==> src/rtl/fp_addsub_mc.sv <==
`default_nettype none
// ============================================================================
//  Module   : fp_addsub_mc
//  Purpose  : Multicycle IEEE-754-style floating-point adder/subtractor,
//             generic in exponent/fraction width, round-to-nearest-even,
//             denormals flushed to zero, start/done handshake, fixed latency.
//  Revision : 1.0  initial release
// ============================================================================
module fp_addsub_mc #(
    parameter int EXP_W = 8,
    parameter int MAN_W = 23,
    parameter int BIAS  = 2**(EXP_W-1)-1
) (
    input  logic                   clk,
    input  logic                   reset,
    input  logic                   start,
    input  logic                   op,
    input  logic [EXP_W+MAN_W:0]   a,
    input  logic [EXP_W+MAN_W:0]   b,
    output logic [EXP_W+MAN_W:0]   result,
    output logic                   done,
    output logic                   busy,
    output logic                   flag_invalid,
    output logic                   flag_overflow,
    output logic                   flag_underflow,
    output logic                   flag_inexact
);

    localparam int c_W    = 1 + EXP_W + MAN_W;
    localparam int c_F    = MAN_W + 4;          // hidden, fraction, guard, round, sticky
    localparam int c_LZW  = $clog2(c_F);
    localparam int c_XW   = EXP_W + 2;          // exponent with headroom for carry / compares
    localparam int c_EMAX = 2**EXP_W - 1;
    localparam logic [EXP_W-1:0] c_EONES = {EXP_W{1'b1}};
    localparam logic [c_W-1:0]   c_QNAN  = {1'b0, {EXP_W{1'b1}}, 1'b1, {(MAN_W-1){1'b0}}};

    // The bias never enters the arithmetic (only exponent differences do),
    // but a nonsensical value is still rejected at elaboration.
    generate
        if (BIAS < 1 || BIAS >= 2**EXP_W - 1) begin : g_bias_check
            $error("fp_addsub_mc: BIAS out of range for EXP_W");
        end
    endgenerate

    typedef enum logic [2:0] {
        S_IDLE  = 3'd0,
        S_ALIGN = 3'd1,
        S_ADD   = 3'd2,
        S_NORM  = 3'd3,
        S_ROUND = 3'd4
    } state_t;

    state_t            r_state;
    logic [c_W-1:0]    r_a;
    logic [c_W-1:0]    r_b;
    logic              r_force;     // result already decided (special, exact zero, underflow)
    logic [c_W-1:0]    r_fres;
    logic [3:0]        r_fflags;    // {invalid, overflow, underflow, inexact}
    logic              r_sx;
    logic              r_sub;
    logic [c_XW-1:0]   r_ex;
    logic [c_F-1:0]    r_mx;
    logic [c_F-1:0]    r_my;
    logic [c_F:0]      r_sum;
    logic [c_F-1:0]    r_m;
    logic [c_XW-1:0]   r_e;

    // ALIGN stage signals
    logic              w_sa, w_sb, w_sx;
    logic [EXP_W-1:0]  w_ea, w_eb, w_ex, w_ey, w_d;
    logic [MAN_W-1:0]  w_fa, w_fb, w_fam, w_fbm, w_fx, w_fy;
    logic              w_za, w_zb, w_zy, w_ia, w_ib, w_na, w_nb, w_swap;
    logic [c_F-1:0]    w_sigx, w_sigy, w_ysh, w_my;
    logic              w_lost;
    logic              w_spec;
    logic [c_W-1:0]    w_sres;
    logic [3:0]        w_sflags;

    // Unpack, resolve specials, order by magnitude and align the smaller operand
    always_comb begin
        w_sa   = r_a[c_W-1];
        w_sb   = r_b[c_W-1];
        w_ea   = r_a[c_W-2:MAN_W];
        w_eb   = r_b[c_W-2:MAN_W];
        w_fa   = r_a[MAN_W-1:0];
        w_fb   = r_b[MAN_W-1:0];
        w_za   = (w_ea == '0);
        w_zb   = (w_eb == '0);
        w_ia   = (w_ea == c_EONES) && (w_fa == '0);
        w_ib   = (w_eb == c_EONES) && (w_fb == '0);
        w_na   = (w_ea == c_EONES) && (w_fa != '0);
        w_nb   = (w_eb == c_EONES) && (w_fb != '0);
        // Denormal fractions are discarded so they compare and add as zero
        w_fam  = w_za ? '0 : w_fa;
        w_fbm  = w_zb ? '0 : w_fb;
        w_swap = {w_eb, w_fbm} > {w_ea, w_fam};
        w_sx   = w_swap ? w_sb  : w_sa;
        w_ex   = w_swap ? w_eb  : w_ea;
        w_ey   = w_swap ? w_ea  : w_eb;
        w_fx   = w_swap ? w_fbm : w_fam;
        w_fy   = w_swap ? w_fam : w_fbm;
        w_zy   = w_swap ? w_za  : w_zb;
        w_d    = w_ex - w_ey;
        w_sigx = {1'b1, w_fx, 3'b000};
        w_sigy = {~w_zy, w_fy, 3'b000};
        w_ysh  = w_sigy >> w_d;
        w_lost = |(w_sigy & ~({c_F{1'b1}} << w_d));
        if (32'(w_d) >= c_F - 1) begin
            w_my = {{(c_F-1){1'b0}}, |w_sigy};
        end else begin
            w_my = {w_ysh[c_F-1:1], w_ysh[0] | w_lost};
        end

        w_spec   = 1'b1;
        w_sres   = '0;
        w_sflags = 4'b0000;
        if (w_na || w_nb || (w_ia && w_ib && (w_sa != w_sb))) begin
            w_sres   = c_QNAN;
            w_sflags = 4'b1000;
        end else if (w_ia) begin
            w_sres = r_a;
        end else if (w_ib) begin
            w_sres = r_b;
        end else if (w_za && w_zb) begin
            w_sres = {w_sa & w_sb, {(c_W-1){1'b0}}};
        end else begin
            w_spec = 1'b0;
        end
    end

    // NORM stage signals
    logic [c_LZW-1:0]  w_lzc;
    logic [c_F-1:0]    w_nm;
    logic [c_XW-1:0]   w_ne;
    logic              w_uflow;

    // Leading-zero priority encoder and normalisation shift
    always_comb begin
        w_lzc = '0;
        for (int i = 0; i < c_F; i++) begin
            if (r_sum[i]) begin
                w_lzc = c_LZW'(c_F - 1 - i);
            end
        end
        w_uflow = 1'b0;
        if (r_sum[c_F]) begin
            w_nm = {r_sum[c_F:2], r_sum[1] | r_sum[0]};
            w_ne = r_ex + c_XW'(1);
        end else begin
            w_nm    = r_sum[c_F-1:0] << w_lzc;
            w_ne    = r_ex - c_XW'(w_lzc);
            w_uflow = (r_ex <= c_XW'(w_lzc));
        end
    end

    // ROUND stage signals
    logic              w_up;
    logic [MAN_W+1:0]  w_mant;
    logic [c_XW-1:0]   w_re;
    logic [MAN_W-1:0]  w_rfrac;
    logic              w_ovf;
    logic              w_inex;

    // Round-to-nearest-even on guard/round/sticky, then overflow detection
    always_comb begin
        w_inex  = r_m[2] | r_m[1] | r_m[0];
        w_up    = r_m[2] & (r_m[1] | r_m[0] | r_m[3]);
        w_mant  = {1'b0, r_m[c_F-1:3]} + (MAN_W+2)'(w_up);
        w_re    = r_e + c_XW'(w_mant[MAN_W+1]);
        w_rfrac = w_mant[MAN_W+1] ? w_mant[MAN_W:1] : w_mant[MAN_W-1:0];
        w_ovf   = (w_re >= c_XW'(c_EMAX));
    end

    // Control FSM with datapath registers; result and flags change only on done
    always_ff @(posedge clk) begin
        if (reset) begin
            r_state        <= S_IDLE;
            result         <= '0;
            done           <= 1'b0;
            busy           <= 1'b0;
            flag_invalid   <= 1'b0;
            flag_overflow  <= 1'b0;
            flag_underflow <= 1'b0;
            flag_inexact   <= 1'b0;
        end else begin
            done <= 1'b0;
            case (r_state)
                S_IDLE: begin
                    if (start) begin
                        r_a     <= a;
                        r_b     <= {b[c_W-1] ^ op, b[c_W-2:0]};
                        busy    <= 1'b1;
                        r_state <= S_ALIGN;
                    end
                end
                S_ALIGN: begin
                    r_force  <= w_spec;
                    r_fres   <= w_sres;
                    r_fflags <= w_sflags;
                    r_sx     <= w_sx;
                    r_sub    <= w_sa ^ w_sb;
                    r_ex     <= c_XW'(w_ex);
                    r_mx     <= w_sigx;
                    r_my     <= w_my;
                    r_state  <= S_ADD;
                end
                S_ADD: begin
                    // X is the larger magnitude, so the difference never goes negative
                    if (r_sub) begin
                        r_sum <= {1'b0, r_mx} - {1'b0, r_my};
                    end else begin
                        r_sum <= {1'b0, r_mx} + {1'b0, r_my};
                    end
                    r_state <= S_NORM;
                end
                S_NORM: begin
                    if (!r_force) begin
                        if (r_sum == '0) begin
                            r_force  <= 1'b1;
                            r_fres   <= '0;
                            r_fflags <= 4'b0000;
                        end else if (w_uflow) begin
                            r_force  <= 1'b1;
                            r_fres   <= {r_sx, {(c_W-1){1'b0}}};
                            r_fflags <= 4'b0011;
                        end
                    end
                    r_m     <= w_nm;
                    r_e     <= w_ne;
                    r_state <= S_ROUND;
                end
                S_ROUND: begin
                    if (r_force) begin
                        result <= r_fres;
                        {flag_invalid, flag_overflow, flag_underflow, flag_inexact} <= r_fflags;
                    end else if (w_ovf) begin
                        result <= {r_sx, c_EONES, {MAN_W{1'b0}}};
                        {flag_invalid, flag_overflow, flag_underflow, flag_inexact} <= 4'b0101;
                    end else begin
                        result <= {r_sx, w_re[EXP_W-1:0], w_rfrac};
                        {flag_invalid, flag_overflow, flag_underflow, flag_inexact} <= {3'b000, w_inex};
                    end
                    done    <= 1'b1;
                    busy    <= 1'b0;
                    r_state <= S_IDLE;
                end
                default: begin
                    r_state <= S_IDLE;
                end
            endcase
        end
    end

endmodule
`default_nettype wire

==> config.mk <==
export PLATFORM = sky130hd
export DESIGN_NAME = fp_addsub_mc
export DESIGN_NICKNAME = d
export VERILOG_FILES = /design/src/rtl/fp_addsub_mc.sv
export SDC_FILE = /design/constraint.sdc
export NUM_CORES = 1
export LEC_CHECK = 0
export BUFFER_PORTS_ARGS = -buffer_cell sky130_fd_sc_hd__buf_4
export CAP_MARGIN = 30
export CORE_UTILIZATION = 45
export CTS_BUF_LIST = sky130_fd_sc_hd__clkbuf_8
export CTS_CLUSTER_SIZE = 16
export DETAILED_ROUTE_END_ITERATION = 8
export PLACE_DENSITY_LB_ADDON = 0.08
export SLEW_MARGIN = 25
export SYNTH_ARGS = -nofsm -noshare
export SYNTH_HDL_FRONTEND = slang
export SYNTH_SLANG_ARGS = --single-unit
==> constraint.sdc <==
create_clock -name clk -period 13.2 [get_ports clk]
set_clock_uncertainty 0.15 [all_clocks]
set_input_delay 0.66 -clock clk [delete_from_list [all_inputs] [get_ports clk]]
set_output_delay 0.66 -clock clk [all_outputs]
set_load 0.02 [all_outputs]
Word-level counts from Yosys, hierarchy flattened
Index checks and enable logic that the tools add are counted.
- multiplexer cells: 75
- reductions and logical operators: 28
- add/sub/neg operators: 7
- shifts and indexed selects: 3
- equal/unequal tests: 10
- order comparisons: 4
- bitwise gates (word level): 14
- operator list (kind ; count):
    32-bit 2-to-1 mux ; 8
    5-bit 2-to-1 mux ; 27
    23-bit 2-to-1 mux ; 5
    32-bit one-hot mux with 2 select lines ; 1
    23-bit logical NOT ; 2
    23-bit nonzero test ; 2
    31-bit > comparator ; 1
    31-bit 2-to-1 mux ; 1
    27-bit by 27-bit adder with 28-bit output ; 1
    28-bit logical NOT ; 1
    28-bit 2-to-1 mux ; 1
    27-bit by 27-bit subtractor with 28-bit output ; 1
    27-bit bitwise AND ; 1
    27-bit inverter ; 1
    27-bit OR reduction ; 1
    27-bit by 5-bit left shift with 27-bit output ; 1
    27-bit by 8-bit left shift with 27-bit output (first input constant) ; 1
    27-bit by 8-bit right shift with 27-bit output ; 1
    26-bit 2-to-1 mux ; 1
    24-bit by 1-bit adder with 25-bit output ; 1
    24-bit OR reduction ; 1
    1-bit 2-to-1 mux ; 19
    8-bit == test (second input constant) ; 2
    8-bit logical NOT ; 2
    other kinds (31) ; 58
- register bits: 267
- input port bits: 68
- output and inout bits: 38
- word-level logic and storage cells: 164

Depth between registers and ports, before layout
- word-level depth: 33
- mapped depth: 26
- mapped depth without buffers: 22

Least setup slack after synthesis
OpenSTA, ideal clock, no wires.
- path kind: register -> register
- from: register r_sum[0]
- to: register r_fflags[0] (enable)
- arrival time: 6.114 ns
- setup slack: 6.454 ns
- cell stages (with the launch flop): 20
- library setup time: 0.482 ns
- path buffers: 3
- period minus slack after synthesis: 6.746 ns
- required time: 12.568 ns
- path through: edfxtp_1 -> nor3b_1 -> o31ai_1 -> a21boi_0 -> o311ai_0 -> a211oi_1 -> o31a_1 -> o31a_1 -> clkbuf_1 -> inv_1 -> clkbuf_1 -> buf_1 -> ha_1 -> a21oi_1 -> o21bai_1 -> a21oi_1 -> o21bai_1 -> o21ai_0 -> nand2_1 -> a221oi_1
- cells in the longest elaborated chain, start to end: 31
- elaborated cells between the ends (all ways): 32
- those cells by class: 1 x order compare; 1 x eq/ne; 28 x mux; 2 x reduce/logical
- ends and longest elaborated chain (what ; RTL line ; RTL):
    start, declared ; 64 ; logic [c_F:0] r_sum;
    start signal, assigned ; 210 ; r_sum <= {1'b0, r_mx} - {1'b0, r_my};
    start signal, assigned ; 212 ; r_sum <= {1'b0, r_mx} + {1'b0, r_my};
    5-bit 2-to-1 mux (27 in a row) ; 141 ; if (r_sum[i]) begin
    8-bit by 5-bit less-or-equal comparator with 1-bit output ; 152 ; w_uflow = (r_ex <= c_XW'(w_lzc));
    1-bit 2-to-1 mux ; 146 ; if (r_sum[c_F]) begin
    3-bit inequality test (no line) * ; -- ;
    4-bit AND reduction (no line) * ; -- ;
    end signal, assigned ; 199 ; r_fflags <= w_sflags;
    end, declared ; 58 ; logic [3:0] r_fflags;
Mark *: on every way between the ends. The rest lies on a longest branch, timed or not.
A chain may end at the register's enable or synchronous reset.

Worst setup path in the final report
- from: register r_b[27]
- to: register r_my[0] (data pin)
- cells in the longest elaborated chain, start to end: 11
- elaborated cells between the ends (all ways): 18
- those cells by class: 1 x add/sub; 2 x order compare; 2 x shift; 6 x mux; 4 x bitwise; 3 x reduce/logical
- ends and longest elaborated chain (what ; RTL line ; RTL):
    start, declared ; 55 ; logic [c_W-1:0] r_b;
    start signal, assigned ; 191 ; r_b <= {b[c_W-1] ^ op, b[c_W-2:0]};
    8-bit logical NOT ; 88 ; w_zb = (w_eb == '0);
    23-bit 2-to-1 mux ; 95 ; w_fbm = w_zb ? '0 : w_fb;
    31-bit > comparator ; 96 ; w_swap = {w_eb, w_fbm} > {w_ea, w_fam};
    8-bit 2-to-1 mux (on tied branches) ; 98, 99 ;
    8-bit subtractor ; 103 ; w_d = w_ex - w_ey;
    27-bit by 8-bit left shift with 27-bit output ; 107 ; w_lost = |(w_sigy & ~({c_F{1'b1}} << w_d));
    27-bit inverter ; 107 ;
    27-bit bitwise AND ; 107 ;
    27-bit OR reduction ; 107 ;
    1-bit bitwise OR ; 111 ; w_my = {w_ysh[c_F-1:1], w_ysh[0] | w_lost};
    1-bit 2-to-1 mux * ; 108 ; if (32'(w_d) >= c_F - 1) begin
    named net w_my[0] ; 73 ; logic [c_F-1:0] w_sigx, w_sigy, w_ysh, w_my;
    end signal, assigned ; 204 ; r_my <= w_my;
    end, declared ; 63 ; logic [c_F-1:0] r_my;
Mark *: on every way through the listed nets, which the timed path passes. The rest lies on a longest branch.

==> results.yml <==
logic_synthesis:
  yosysUniqueCellTypes: 89
  ys.flop_type: "edfxtp_1"
  yosys.area.top_type: "edfxtp_1"
  synth_seq_area_share: 0.423
  syn_inst: 1953
  synth-seq-cells: 265
  syn_area_um2: 17900
  async_reset_ff_frac: 0
  ys_top_cells_by_area: "edfxtp_1 38%, ha_1 6.2%, dfxtp_1 4.6%, nand2_1 4.1%, nor2_1 3.6%"
  synth_edf_count: 224
  postSynthAreaPerCell_um2: 9.15
  synth_top_area_frac: 0.377
  ys_warn_count: 0
timing:
  fmax_mhz: 137
  timing.final.crit_period_ns: 7.29
  hold_ws_ns: 0.0688
  relSlewSlack: 0.341
  setup-tns-final_ns: 0
  finalHoldViolations: 0
  rsz0062_at_grt: "false"
  slew_violations: 0
  fin_crit_sh: 0.553
  worst_pin_slew_ns: 0.986
  finalSetupViolations: 0
cells_and_area:
  syn_to_final_growth_pct: 12.7
  drive_above_1_share: 0.121
  antennaDiodeCount: 0
  final_nets: 2203
pwr:
  ir_drop_mv: 0.0736
  seqPwrFrac: 0.438
  powerDensity_nw_per_um2: 111
  clockPowerShare: 0.334
  power.switching_mw: 0.697
  combPwrFrac: 0.227
  p_total_mw: 2.23
  p_int_mw: 1.54
  p_leak_nw: 7.83
  swShare: 0.312
setup_path:
  slowest_delay_ns: 0.65
  slowest_stage: "and4_1"
  crit_required_ns: 13.38
  cp_max_fo: 26
  critPathKind: "reg -> reg"
  critical_path.startpoint_type: "flip-flop"
  critical_path.cell_chain: "nor4_1 > nand2_1 > and2_1 > ha_1 > a211oi_1 > o211ai_1 > o221ai_1 > and4_1 > a21oi_1 > o21a_1 > ha_1 > or3_1 > nor4_1 > or3_1 > o211ai_1 > clkbuf_4 > or2_2 > a211oi_2 > a41oi_1"
  arrival_ns: 7.47
  cp-end-kind: "flip-flop"
  r2r_cells: 19
place:
  portBuffers: 105
  dp_hpwl_mm: 39.8
  gp_congestion: 0.925
route:
  via_per_inst: 6.02
  first_pass_iters: 6
  vias: 15600
  first_iter_violations: 1464
  drcViolationCount: 0
  drt-total-wl_mm: 53.0
  wl_per_cell_um: 20.4
  antenna_left: 0
worst_hold_path:
  hp-class: "in -> reg"
  min_path_cells: 1
clock_tree:
  cts_tree: "built"
  ctsHtreeMaxLevel: 2
  cts_setup_buffers: 0
  root_buffer: "clkbuf_8"
  cts.hold.buffers_added: 0
  clock_latency_ns: 0.62
  ctsResizeCount: 0
  clkSlewWorstSetupHoldPaths_ns: 0.05
  numCtsBuffers: 48
  clk_path_buf_depth: 3
  cts_sinks: 265
floorplanning:
  die_x_um: 201
  core-area_um2: 38900
  row_count: 72
  start_util: 0.459
  dieArea_um2: 40500
  io-pin-count: 106
  die_h_um: 201
global_route:
  antenna_found_initial: 0
  grt_pass1_wl_mm: 81.7
  grtUsageTotal: 0.257
  grt_start_max_net_pins: 70
  grt_pass1_vias: 14800
  grt_overflow_total: 0
run:
  drv_cap: 0
status:
  status: "completed"
## worst max-delay path: cells and delay by family, from the launching register on
family                     cells  cell delay (ns)
and+or+nand+nor                8             3.70
AOI/OAI and AO/OA              8             1.86
DFF                            1             0.50
adders and majority gates      2             0.50
buffers and inverters          1             0.27
## synthesized netlist by cell type, types with 10 or more instances
master	count
a221oi_1	20
o21bai_1	12
o21a_1	22
or3_1	19
a211oi_1	37
nand4_1	30
nand2b_1	11
buf_2	13
o221ai_1	14
nor3_1	79
nand3_1	78
o31ai_1	12
a21oi_1	122
edfxtp_1	224
buf_1	12
mux2_2	11
clkbuf_1	86
a31oi_1	17
a21o_1	20
ha_1	89
nand2_1	196
o211ai_1	20
dfxtp_1	41
and2_1	28
xor2_1	23
xnor2_1	38
and3_1	37
mux4_2	10
nor2b_1	12
nor2_1	171
o21ai_0	125
inv_1	99
a211o_1	11
nor4_1	33
mux2i_1	34
## kinds of logic (layout without fill, tap and decap cells)
logic type / Yosys count / count (layout) / share of synthesized area
simple gates: 724 / 724 / 0.194
compound gates: 541 / 541 / 0.202
mux: 57 / 57 / 0.0401
buf+inv: 213 / 316 / 0.0461
flops: 265 / 265 / 0.423
fa+ha+maj: 91 / 91 / 0.0646
other cells: 1 / 22 / 0.000210
xor+xnor: 61 / 61 / 0.0299
## metal layers
layer  track usage  wire length (µm)  part of all wire  up-vias
met5             0                 0                 0        -
met1         0.317             21600              0.41     7421
met2         0.437             26100              0.49      559
met4         0.135              2650             0.050        0
li1              -                 -                 -     7499
met3        0.0330              2650             0.050      132
## area by class of cell
cell class,count,area [µm²]
fillers,3662,18800
flip-flops and latches,265,7550
repair buffers,132,991
clock inverters,31,210
well taps,518,648
clock buffers,52,716
inverters,101,379
multi-input cells,1496,9630
## path summary, 6_finish.rpt
| path | from | slack [ns] | to |
|---|---|---|---|
| worst max-delay path | r_b[27] | 5.91 | r_my[0] |
| worst min-delay path | a[31] | 0.07 | r_a[31] |
| worst max register to register | r_b[27] | 5.91 | r_my[0] |
| worst min register to register | result[23] | 0.30 | result[23] |
## metrics by stage
stage	util	area (µm²)	setup WS [ns]	instances
2_1_floorplan	-	17900	6.45	1974
3_3_place_gp	0.493	19200	6.14	2511
3_5_place_dp	0.493	19200	5.95	2511
4_1_cts	0.517	20100	5.89	2594
5_1_grt	0.517	20100	5.54	2595
6_report	0.517	20100	5.91	2595
## sequential cells by signal, summed over array words and instances, names as in the netlist, 2 cells and up
name and count:
r_mx 23, r_b 32, r_sum 28, r_a 32, r_fflags 2, result 32, r_m 27, r_state 3
r_e 10, r_my 27, r_ex 8, r_fres 32
## cell usage in the layout, fill, tap and decap left out, drive strengths merged, types with 41 or more instances in the layout
master | netlist | final
o21ai | 131 | 131
edfxtp | 224 | 224
nand2 | 196 | 196
ha | 89 | 89
nor2 | 172 | 172
buf | 26 | 131
clkbuf | 86 | 53
dfxtp | 41 | 41
a21oi | 124 | 124
nand3 | 78 | 78
nor3 | 80 | 80
inv | 100 | 115
## power groups by stage
stage               clock network, mW  registers [mW]  logic, mW
CTS                             0.772           0.979      0.501
detailed placement                  0           0.996      0.498
global placement                    0           0.995      0.499
finish                          0.746           0.979      0.507
floorplan                           0           0.988      0.353
global route                    0.805           0.981      0.555
Power figures use the tool's default switching activity.
